<file path="src/rtl/sindoku_pkg.sv">
// Shared types and constants for the 4x4 SINdoku core.
// Optional feature macro: SINDOKU_CONFLICT_EN (adds per-cell conflict flags).
package sindoku_pkg;

  localparam int unsigned GRID   = 4;
  localparam int unsigned CELL_W = 3;
  localparam int unsigned NCELLS = 16;

  // One-hot game states; bit order matches the q_* flag outputs.
  typedef enum logic [4:0] {
    StI         = 5'b00001,
    StSolve     = 5'b00010,
    StCheck     = 5'b00100,
    StCorrect   = 5'b01000,
    StIncorrect = 5'b10000
  } state_e;

  // Linear cell index from cursor coordinates.
  function automatic logic [3:0] cell_idx(input logic [1:0] row, input logic [1:0] col);
    return {row, col};
  endfunction

  // Bit offset of a cell inside the packed board vector.
  function automatic logic [5:0] cell_off(input logic [1:0] row, input logic [1:0] col);
    logic [5:0] idx6;
    idx6 = {2'b00, row, col};
    return idx6 * 6'(CELL_W);
  endfunction

endpackage

</file>
<file path="src/rtl/sindoku_checker.sv">
// Combinational board validator: solved when every row, column and 2x2 box
// holds {1,2,3,4} exactly once.
// Optional feature macro: SINDOKU_CONFLICT_EN (adds conflict[15:0]).
module sindoku_checker
  import sindoku_pkg::*;
(
  input  logic [47:0] board,
  output logic        solved
`ifdef SINDOKU_CONFLICT_EN
  ,
  output logic [15:0] conflict
`endif
);

  logic [2:0] cells [NCELLS];

  // Group g: 0..3 rows, 4..7 columns, 8..11 boxes; k selects the member.
  function automatic logic [3:0] group_cell(input int unsigned g, input int unsigned k);
    int unsigned b;
    if (g < 4) begin
      return 4'(g * 4 + k);
    end else if (g < 8) begin
      return 4'(k * 4 + (g - 4));
    end
    b = g - 8;
    return 4'(((b / 2) * 2 + k / 2) * 4 + (b % 2) * 2 + (k % 2));
  endfunction

  // Unpack the board into per-cell values.
  always_comb begin
    for (int unsigned c = 0; c < NCELLS; c++) begin
      cells[c] = board[c*CELL_W +: CELL_W];
    end
  end

  // Four cells of a group cover all digits only if each is 1..4 and distinct.
  always_comb begin
    logic [3:0] seen;
    logic       bad;
    solved = 1'b1;
    for (int unsigned g = 0; g < 12; g++) begin
      seen = 4'b0000;
      bad  = 1'b0;
      for (int unsigned k = 0; k < GRID; k++) begin
        case (cells[group_cell(g, k)])
          3'd1:    seen[0] = 1'b1;
          3'd2:    seen[1] = 1'b1;
          3'd3:    seen[2] = 1'b1;
          3'd4:    seen[3] = 1'b1;
          default: bad     = 1'b1;
        endcase
      end
      if (bad || (seen != 4'b1111)) begin
        solved = 1'b0;
      end
    end
  end

`ifdef SINDOKU_CONFLICT_EN
  // A nonzero cell conflicts when a peer in its row, column or box matches it.
  always_comb begin
    conflict = '0;
    for (int unsigned i = 0; i < NCELLS; i++) begin
      for (int unsigned j = 0; j < NCELLS; j++) begin
        if ((i != j) && (cells[i] != 3'd0) && (cells[i] == cells[j]) &&
            (((i / 4) == (j / 4)) || ((i % 4) == (j % 4)) ||
             (((i / 8) == (j / 8)) && (((i % 4) / 2) == ((j % 4) / 2))))) begin
          conflict[i] = 1'b1;
        end
      end
    end
  end
`endif

endmodule

</file>
<file path="src/rtl/sindoku.sv">
// SINdoku core: game FSM, cursor and board store between the button
// debouncers and the display driver.
// Optional feature macro: SINDOKU_CONFLICT_EN (exposes conflict[15:0]).
module sindoku
  import sindoku_pkg::*;
#(
  parameter logic [47:0] INIT_BOARD = 48'h204108060801,
  parameter logic [15:0] GIVEN_MASK = 16'h9669
) (
  input  logic        Clk,
  input  logic        Reset,
  input  logic        L,
  input  logic        R,
  input  logic        U,
  input  logic        D,
  input  logic        C,
  input  logic        CheckSolu,
  input  logic [2:0]  userIn,
  output logic        q_I,
  output logic        q_Solve,
  output logic        q_Check,
  output logic        q_Correct,
  output logic        q_Incorrect,
  output logic [1:0]  cur_row,
  output logic [1:0]  cur_col,
  output logic [47:0] board
`ifdef SINDOKU_CONFLICT_EN
  ,
  output logic [15:0] conflict
`endif
);

  state_e      state_q, state_d;
  logic [47:0] board_q, board_d;
  logic [1:0]  row_q, row_d;
  logic [1:0]  col_q, col_d;
  logic        solved;

  sindoku_checker u_checker (
    .board  (board_q),
    .solved (solved)
`ifdef SINDOKU_CONFLICT_EN
    ,
    .conflict (conflict)
`endif
  );

  // State, board and cursor registers with synchronous active-low reset.
  always_ff @(posedge Clk) begin
    if (!Reset) begin
      state_q <= StI;
      board_q <= INIT_BOARD;
      row_q   <= 2'd0;
      col_q   <= 2'd0;
    end else begin
      state_q <= state_d;
      board_q <= board_d;
      row_q   <= row_d;
      col_q   <= col_d;
    end
  end

  // Next-state logic; board and cursor only move in StI and StSolve.
  always_comb begin
    state_d = state_q;
    board_d = board_q;
    row_d   = row_q;
    col_d   = col_q;
    unique case (state_q)
      StI: begin
        state_d = StSolve;
        board_d = INIT_BOARD;
        row_d   = 2'd0;
        col_d   = 2'd0;
      end
      StSolve: begin
        // One action per cycle: CheckSolu > C > L > R > U > D.
        if (CheckSolu) begin
          state_d = StCheck;
        end else if (C) begin
          if (!GIVEN_MASK[cell_idx(row_q, col_q)] && (userIn <= 3'd4)) begin
            board_d[cell_off(row_q, col_q) +: CELL_W] = userIn;
          end
        end else if (L) begin
          col_d = col_q - 2'd1;
        end else if (R) begin
          col_d = col_q + 2'd1;
        end else if (U) begin
          row_d = row_q - 2'd1;
        end else if (D) begin
          row_d = row_q + 2'd1;
        end
      end
      StCheck: begin
        state_d = solved ? StCorrect : StIncorrect;
      end
      StCorrect: begin
        if (C) begin
          state_d = StI;
        end
      end
      StIncorrect: begin
        if (C) begin
          state_d = StSolve;
        end
      end
      default: begin
        state_d = StI;
      end
    endcase
  end

  assign q_I         = (state_q == StI);
  assign q_Solve     = (state_q == StSolve);
  assign q_Check     = (state_q == StCheck);
  assign q_Correct   = (state_q == StCorrect);
  assign q_Incorrect = (state_q == StIncorrect);
  assign cur_row     = row_q;
  assign cur_col     = col_q;
  assign board       = board_q;

endmodule

</file>
<file path="config.mk">
export PLATFORM = sky130hd
export DESIGN_NAME = sindoku
export DESIGN_NICKNAME = d
export VERILOG_FILES = /design/src/rtl/sindoku_pkg.sv /design/src/rtl/sindoku_checker.sv /design/src/rtl/sindoku.sv
export SDC_FILE = /design/constraint.sdc
export NUM_CORES = 1
export LEC_CHECK = 0
export ABC_CLOCK_PERIOD_IN_PS = 2700
export BUFFER_PORTS_ARGS = -buffer_cell sky130_fd_sc_hd__buf_2
export CAP_MARGIN = 20
export CORE_MARGIN = 3
export CORE_UTILIZATION = 45
export DETAILED_ROUTE_END_ITERATION = 12
export GPL_TIMING_DRIVEN = 0
export PLACE_DENSITY_LB_ADDON = 0.05
export SLEW_MARGIN = 25
export SYNTH_ARGS = -nofsm -noshare
export SYNTH_HDL_FRONTEND = slang
export SYNTH_SLANG_ARGS = --single-unit
</file>
<file path="constraint.sdc">
create_clock -name Clk -period 2.7 [get_ports Clk]
set_clock_uncertainty 0.05 [all_clocks]
set_input_delay 0.27 -clock Clk [delete_from_list [all_inputs] [get_ports Clk]]
set_output_delay 0.27 -clock Clk [all_outputs]
set_load 0.05 [all_outputs]
</file>
==> flow_metrics.py, run 1 <==
metrics = {
    "synthesis": {
        "synthFlopType": "sky130_fd_sc_hd__dfxtp_1",
        "yosysSeqAreaShare": 0.307,
        "synth_seq_cells": 57,
        "ys_warn_count": 0,
        "synth-async-reset-ratio": 0,
        "postSynthAreaPerCell_um2": 8.80,
        "postSynthNetCount": 437,
        "synth_edf_count": 0,
        "synthCells": 422,
        "mappedNetlistArea_um2": 3710,
        "ys_types": 56,
    },
    "critical_path": {
        "criticalPathCategory": "flip-flop to flip-flop",
        "regToRegSetupSlack_ns": 0.10,
        "critical_path.startpoint_type": "flip-flop",
        "critical_path_peak_fanout": 10,
        "cp.required_ns": 2.89,
        "end_kind": "flip-flop",
        "crit_path_start": "cur_col[1]",
        "r2r.worst_path.cells": 10,
        "worst_r2r_endpoint": "board[12]",
        "worst-endpoint-arrival_ns": 2.79,
        "setup.worst_path.end": "board[12]",
        "worst_r2r_startpoint": "cur_col[1]",
    },
    "cts": {
        "clkSinkCount": 57,
        "cts_buffers": 9,
        "max-clock-path-buffers": 2,
        "cts_htree_levels": 3,
        "clock-root-buffer": "sky130_fd_sc_hd__clkbuf_8",
        "clkSlewWorstSetupHoldPaths_ns": 0.08,
        "clock_insertion_delay_worst_skew_ns": 0.36,
        "tritoncts": "done",
    },
    "floorplan": {
        "core_footprint_um2": 7890,
        "die_area_um2": 9380,
        "die-height_um": 96.8,
        "number_of_placement_rows": 32,
        "start_util": 0.471,
        "top_level_i_o_count": 68,
        "dieWidth_um": 96.8,
    },
    "route": {
        "route.vias.total": 3921,
        "drc_errors": 0,
        "routed_wl_mm": 13.4,
        "avgRoutedWirePerCell_um": 22.0,
        "detailedRoute.firstIterationViolations": 251,
        "vias_per_cell": 6.45,
        "postRouteAntennaNets": 0,
        "first_pass_iters": 5,
    },
    "placed_design": {
        "place.detailed.hpwl_mm": 10.3,
        "placedInstanceArea_um2": 4180,
        "place.gp.congestion": 0.965,
        "placement.io_buffers": 67,
    },
    "finish": {
        "drive_above_1_share": 0.277,
        "fillers": 739,
        "fin_nets": 516,
        "multiInputGateArea_um2": 2500,
        "sequential_cell_area_um2": 1150,
        "layout-area-overhead-vs-synth_pct": 20.4,
        "insertedDiodeCount": 0,
        "final_design_area_no_fill_um2": 4470,
    },
    "power_and_ir_drop": {
        "power_density_nw_per_um2": 490,
        "vdd_drop_max_v": 0.000356,
        "cellLeakagePower_nw": 1.87,
    },
    "timing": {
        "report.final.slew_viol_count": 0,
        "finalHoldViolCount": 0,
        "holdWs_ns": 0.167,
        "setup_viol": 0,
        "achievable-frequency_ghz": 0.385,
        "layout_worst_path_cycle_share": 0.962,
        "period_needed_ns": 2.60,
        "timing_worst_slew_pin_value_ns": 0.852,
        "max-slew-margin-rel": 0.432,
    },
    "hold_path": {
        "worst_hold_path.num_cells": 2,
        "hold_path.class": "input pin to flip-flop",
    },
    "run_status": {
        "run_status": "complete, no violations",
    },
    "grt": {
        "first_pass_grt_wire_length_mm": 20.5,
        "global_route.overflow_total": 0,
        "first_global_vias": 3584,
        "grtUsageTotal": 0.278,
        "grt_max_degree": 14,
        "antenna_found_initial": 0,
    },
    "flow_run": {
        "reported_max_cap_violation_count": 0,
    },
}
how the worst min path moves through the flow:
stage	start	end	slack, ns
6_report	userIn[1]	board[13]	0.17
5_1_grt	userIn[1]	board[13]	0.17
4_1_cts	userIn[1]	board[13]	0.14
3_5_place_dp	board[20]	board[20]	0.48
3_3_place_gp	board[20]	board[20]	0.47
2_1_floorplan	userIn[0]	board[12]	0.35
state kept, by name (all words and copies together), names as in the netlist:
register	count
board	48
cur_row	2
state_q	5
cur_col	2
metal layers:
layer,wire (µm),global-route usage,vias to the layer above
met5,0,0,-
met4,601,0.145,0
met3,1010,0.0671,49
met2,5570,0.390,198
met1,6180,0.392,1854
li1,-,-,1820
cells in the final DEF (no fill, tap or decap), drive strengths merged, types with 2 or more instances in the layout:
master,Yosys,final
xnor2,2,2
and3,10,10
and2,7,7
o2bb2ai,16,16
nand2,20,20
nor2b,9,9
nor3,5,5
nor3b,50,50
and4,2,2
a21oi,20,20
nor4,23,23
bufinv,0,3
nand3b,2,2
buf,5,73
or3,2,2
o21ba,16,16
xor2,2,2
a21boi,3,3
clkbuf,7,17
a32o,11,11
a211oi,2,2
clkinv,0,2
dfxtp,57,57
a22o,7,7
inv,12,12
a32oi,5,5
o22ai,24,24
nand4,2,2
nor2,30,30
nand3,9,9
nand2b,4,4
and3b,17,17
ha,4,4
o21ai,10,10
a22oi,10,10
synthesized netlist by cell type, types with 2 or more instances:
cell type                   instances  area share
sky130_fd_sc_hd__buf_2              4      0.0054
sky130_fd_sc_hd__nand3_1            9       0.012
sky130_fd_sc_hd__clkbuf_1           7      0.0071
sky130_fd_sc_hd__nor4_1            23       0.039
sky130_fd_sc_hd__or3_1              2      0.0034
sky130_fd_sc_hd__nor2_1            30       0.030
sky130_fd_sc_hd__nor3b_1           28       0.057
sky130_fd_sc_hd__xnor2_1            2      0.0047
sky130_fd_sc_hd__nand4_1            2      0.0034
sky130_fd_sc_hd__nor3b_2           22       0.074
sky130_fd_sc_hd__o21ba_2           15       0.040
sky130_fd_sc_hd__a22o_1             7       0.017
sky130_fd_sc_hd__nand3b_1           2      0.0040
sky130_fd_sc_hd__a211oi_1           2      0.0040
sky130_fd_sc_hd__and3b_1           16       0.038
sky130_fd_sc_hd__nor3_1             5      0.0067
sky130_fd_sc_hd__dfxtp_1           57        0.31
sky130_fd_sc_hd__a22oi_1            9       0.018
sky130_fd_sc_hd__o22ai_1           24       0.040
sky130_fd_sc_hd__nand2_1           20       0.020
sky130_fd_sc_hd__nor2b_1            9       0.015
sky130_fd_sc_hd__o2bb2ai_1         16       0.038
sky130_fd_sc_hd__a32o_1            11       0.030
sky130_fd_sc_hd__and2_1             7       0.012
sky130_fd_sc_hd__inv_1             12       0.012
sky130_fd_sc_hd__a32oi_1            5       0.012
sky130_fd_sc_hd__a21boi_0           3      0.0061
sky130_fd_sc_hd__xor2_1             2      0.0047
sky130_fd_sc_hd__and3_1            10       0.017
sky130_fd_sc_hd__o21ai_0            9       0.012
sky130_fd_sc_hd__ha_1               4       0.013
sky130_fd_sc_hd__a21oi_1           20       0.027
sky130_fd_sc_hd__and4_1             2      0.0047
sky130_fd_sc_hd__nand2b_1           4      0.0067
cell type report:
type | instances | area share
clock inverters | 6 | 0.0257
well taps | 102 | 0.0285
clock buffers | 10 | 0.0308
plain buffers | 11 | 0.0118
inverters | 12 | 0.0101
flip-flops and latches | 57 | 0.256
repair buffers | 69 | 0.0783
multi-input cells | 341 | 0.558
logic make-up after synthesis:
group | Yosys count | share of synthesized area
simple gates | 196 | 0.356
compound gates | 135 | 0.278
flops | 57 | 0.307
buf+inv | 24 | 0.0256
xor+xnor | 5 | 0.0158
fa+ha+maj | 4 | 0.0135
mux | 1 | 0.00303
through the flow:
stage,TNS (ns),power (W),std cells,setup slack [ns],utilization
floorplan,0,0.00106,422,0.0371,-
global placement,-1.83,0.00115,591,-0.0862,0.530
detailed placement,-1.94,0.00115,591,-0.0927,0.530
CTS,0,0.00218,606,0.0154,0.562
global route,-0.0258,0.00225,608,-0.0154,0.567
finish,0,0.00219,608,0.102,0.567
critical path, stage by stage (launching register included):
cell and delay [ns]:
sky130_fd_sc_hd__dfxtp_2 0.39, sky130_fd_sc_hd__inv_1 0.11, sky130_fd_sc_hd__ha_1 0.27, sky130_fd_sc_hd__buf_2 0.18, sky130_fd_sc_hd__xor3_1 0.25, sky130_fd_sc_hd__nand4_1 0.13, sky130_fd_sc_hd__a22oi_2 0.28, sky130_fd_sc_hd__buf_6 0.18
sky130_fd_sc_hd__and2_1 0.20, sky130_fd_sc_hd__a21oi_1 0.17, sky130_fd_sc_hd__a22o_1 0.27
power breakdown:
group,switching (W),leakage (nW),internal [W]
Clock,0.000406,0.123,0.000641
Sequential,0.00000979,0.461,0.000847
Combinational,0.000205,1.28,0.0000836
Total,0.000621,1.87,0.00157
timing repair:
action,CTS,global route
setup endpoints to repair,42,45
pin swaps,0,2
buffers inserted,0,2
resized for setup,2,9
hold buffers,0,0
No activity file was read; power rests on OpenSTA's default activity.
==> run 2, diff against run 1 <==
Settings changed: CORE_UTILIZATION 45 to 35.
==> run 2 against run 1 <==
Effect of this change:
- die area increased by 27%
- sequential power about the same
- clock power decreased by 11%
- global-route usage decreased by 3.0 points
- setup slack got worse by 0.015 ns
- worst hold slack got worse by 0.016 ns
- highest routed layer unchanged
- sequential cell count unchanged
- largest power group unchanged
- sequential share of layout area decreased by 0.11 points
- critical path type unchanged
- cell count increased by 4.9%
- fmax decreased by 0.58%
- wire length increased by 6.5%
- first-iteration DRC count increased by 59%
- largest cell class unchanged
==> flow_metrics.py, run 2 (synthesis results as in run 1) <==
metrics = {
    "critical_path": {
        "end_kind": "flip-flop",
        "r2r.worst_path.cells": 6,
        "criticalPathCategory": "flip-flop to flip-flop",
        "cp.required_ns": 2.89,
        "critical_path_peak_fanout": 7,
        "critical_path.startpoint_type": "flip-flop",
        "worst-endpoint-arrival_ns": 2.80,
    },
    "timing": {
        "holdWs_ns": 0.151,
        "unrepaired_setup_endpoints_after_global_routing": "false",
        "finalSetupTns_ns": 0,
        "layout_worst_path_cycle_share": 0.968,
        "setup_viol": 0,
        "timing_worst_slew_pin_value_ns": 0.814,
        "max-slew-margin-rel": 0.454,
        "report.final.slew_viol_count": 0,
        "period_needed_ns": 2.61,
        "setup_slack_of_the_critical_path_after_layout_ns": 0.0870,
        "finalHoldViolCount": 0,
        "achievable-frequency_ghz": 0.383,
    },
    "hold_path": {
        "hold_path.class": "input pin to flip-flop",
        "worst_hold_path.num_cells": 2,
    },
    "grt": {
        "first_global_vias": 3542,
        "first_pass_grt_wire_length_mm": 21.5,
        "antenna_found_initial": 0,
        "grt_max_degree": 14,
        "grtUsageTotal": 0.248,
        "global_route.overflow_total": 0,
    },
    "route": {
        "drc_errors": 0,
        "postRouteAntennaNets": 0,
        "route.vias.total": 3869,
        "first_pass_iters": 5,
        "vias_per_cell": 6.06,
        "avgRoutedWirePerCell_um": 22.3,
        "detailedRoute.firstIterationViolations": 399,
        "routed_wl_mm": 14.2,
    },
    "cts": {
        "tritoncts": "done",
        "holdBufCountCts": 0,
        "cts_buffers": 9,
        "max-clock-path-buffers": 2,
        "clkSlewWorstSetupHoldPaths_ns": 0.07,
        "clkSinkCount": 57,
        "cts_htree_levels": 3,
        "clock_insertion_delay_worst_skew_ns": 0.35,
        "clock-root-buffer": "sky130_fd_sc_hd__clkbuf_8",
    },
    "power_and_ir_drop": {
        "power_density_nw_per_um2": 463,
        "report.power.total_w": 0.00208,
        "cellLeakagePower_nw": 1.86,
        "vdd_drop_max_v": 0.000306,
    },
    "finish": {
        "final_common_cell": "sky130_fd_sc_hd__buf_2",
        "most-common-layout-cells": "sky130_fd_sc_hd__buf_2, sky130_fd_sc_hd__dfxtp_1, sky130_fd_sc_hd__nor2_1, sky130_fd_sc_hd__nor3b_1",
        "insertedDiodeCount": 0,
        "drive_above_1_share": 0.281,
        "fin_nets": 515,
        "finish.utilization": 0.447,
        "layout-area-overhead-vs-synth_pct": 20.9,
        "largest_register_ffs": 48,
    },
    "floorplan": {
        "top_level_i_o_count": 68,
        "dieWidth_um": 109,
        "die-height_um": 109,
        "die_area_um2": 11900,
        "start_util": 0.370,
        "core_footprint_um2": 10000,
        "number_of_placement_rows": 36,
    },
    "placed_design": {
        "placement.io_buffers": 67,
        "place.gp.congestion": 0.933,
        "place.detailed.hpwl_mm": 11.2,
        "detailedPlace.worstSlack_ns": -0.0991,
    },
    "flow_run": {
        "reported_max_cap_violation_count": 0,
    },
    "run_status": {
        "run_status": "complete, no violations",
    },
}
run 2: where the power goes:
part           internal [W]  switching, W  total [W]
clock              0.000548      0.000384   0.000932
combinational     0.0000844      0.000206   0.000291
sequential         0.000847     0.0000102   0.000857
total               0.00148      0.000601    0.00208
run 2: path summary, 6_finish.rpt:
| kind | start | endpoint | slack [ns] |
|---|---|---|---|
| hold / removal | CheckSolu | state_q[2] | 0.15 |
| setup / recovery | board[18] | state_q[4] | 0.09 |
| setup reg to reg | board[18] | state_q[4] | 0.09 |
| hold reg to reg | board[41] | board[41] | 0.48 |
run 2: metrics by stage:
| stage | cells | area (µm²) |
|---|---|---|
| 2_1_floorplan | 422 | 3710 |
| 3_3_place_gp | 622 | 4220 |
| 3_5_place_dp | 622 | 4220 |
| 4_1_cts | 637 | 4450 |
| 5_1_grt | 638 | 4490 |
| 6_report | 638 | 4490 |
run 2: area by class of cell:
type                            instances  area [µm²]
Sequential cell                        57        1150
Buffer                                 10        47.5
Timing Repair Buffer                   69         350
Clock buffer                           10         138
Clock inverter                          6        90.1
Multi-Input combinational cell        341        2510
Tap cell                              133         166
Fill cell                            1023        5550
Inverter                               12        45.0
run 2: worst max-delay path: stages, from the launching register on:
cell,delay (ns)
sky130_fd_sc_hd__dfxtp_1,0.53
sky130_fd_sc_hd__nor3b_1,0.49
sky130_fd_sc_hd__nor4_1,0.13
sky130_fd_sc_hd__nor4_1,0.35
sky130_fd_sc_hd__o2111ai_1,0.17
sky130_fd_sc_hd__or4b_4,0.54
sky130_fd_sc_hd__a31o_1,0.24
run 2: repair_timing:
item / CTS / global route
endpoints found under the setup margin: 38 / 45
resized for setup: 4 / 9
setup buffers: 0 / 2
pin swaps: 0 / 1
run 2: per-layer routing:
layer / global-route usage / share of wire / vias to the layer above
met5: 0 / 0 / -
met4: 0.0640 / 0.012 / 0
met3: 0.0598 / 0.079 / 12
met2: 0.352 / 0.41 / 156
met1: 0.373 / 0.50 / 1880
li1: - / - / 1821
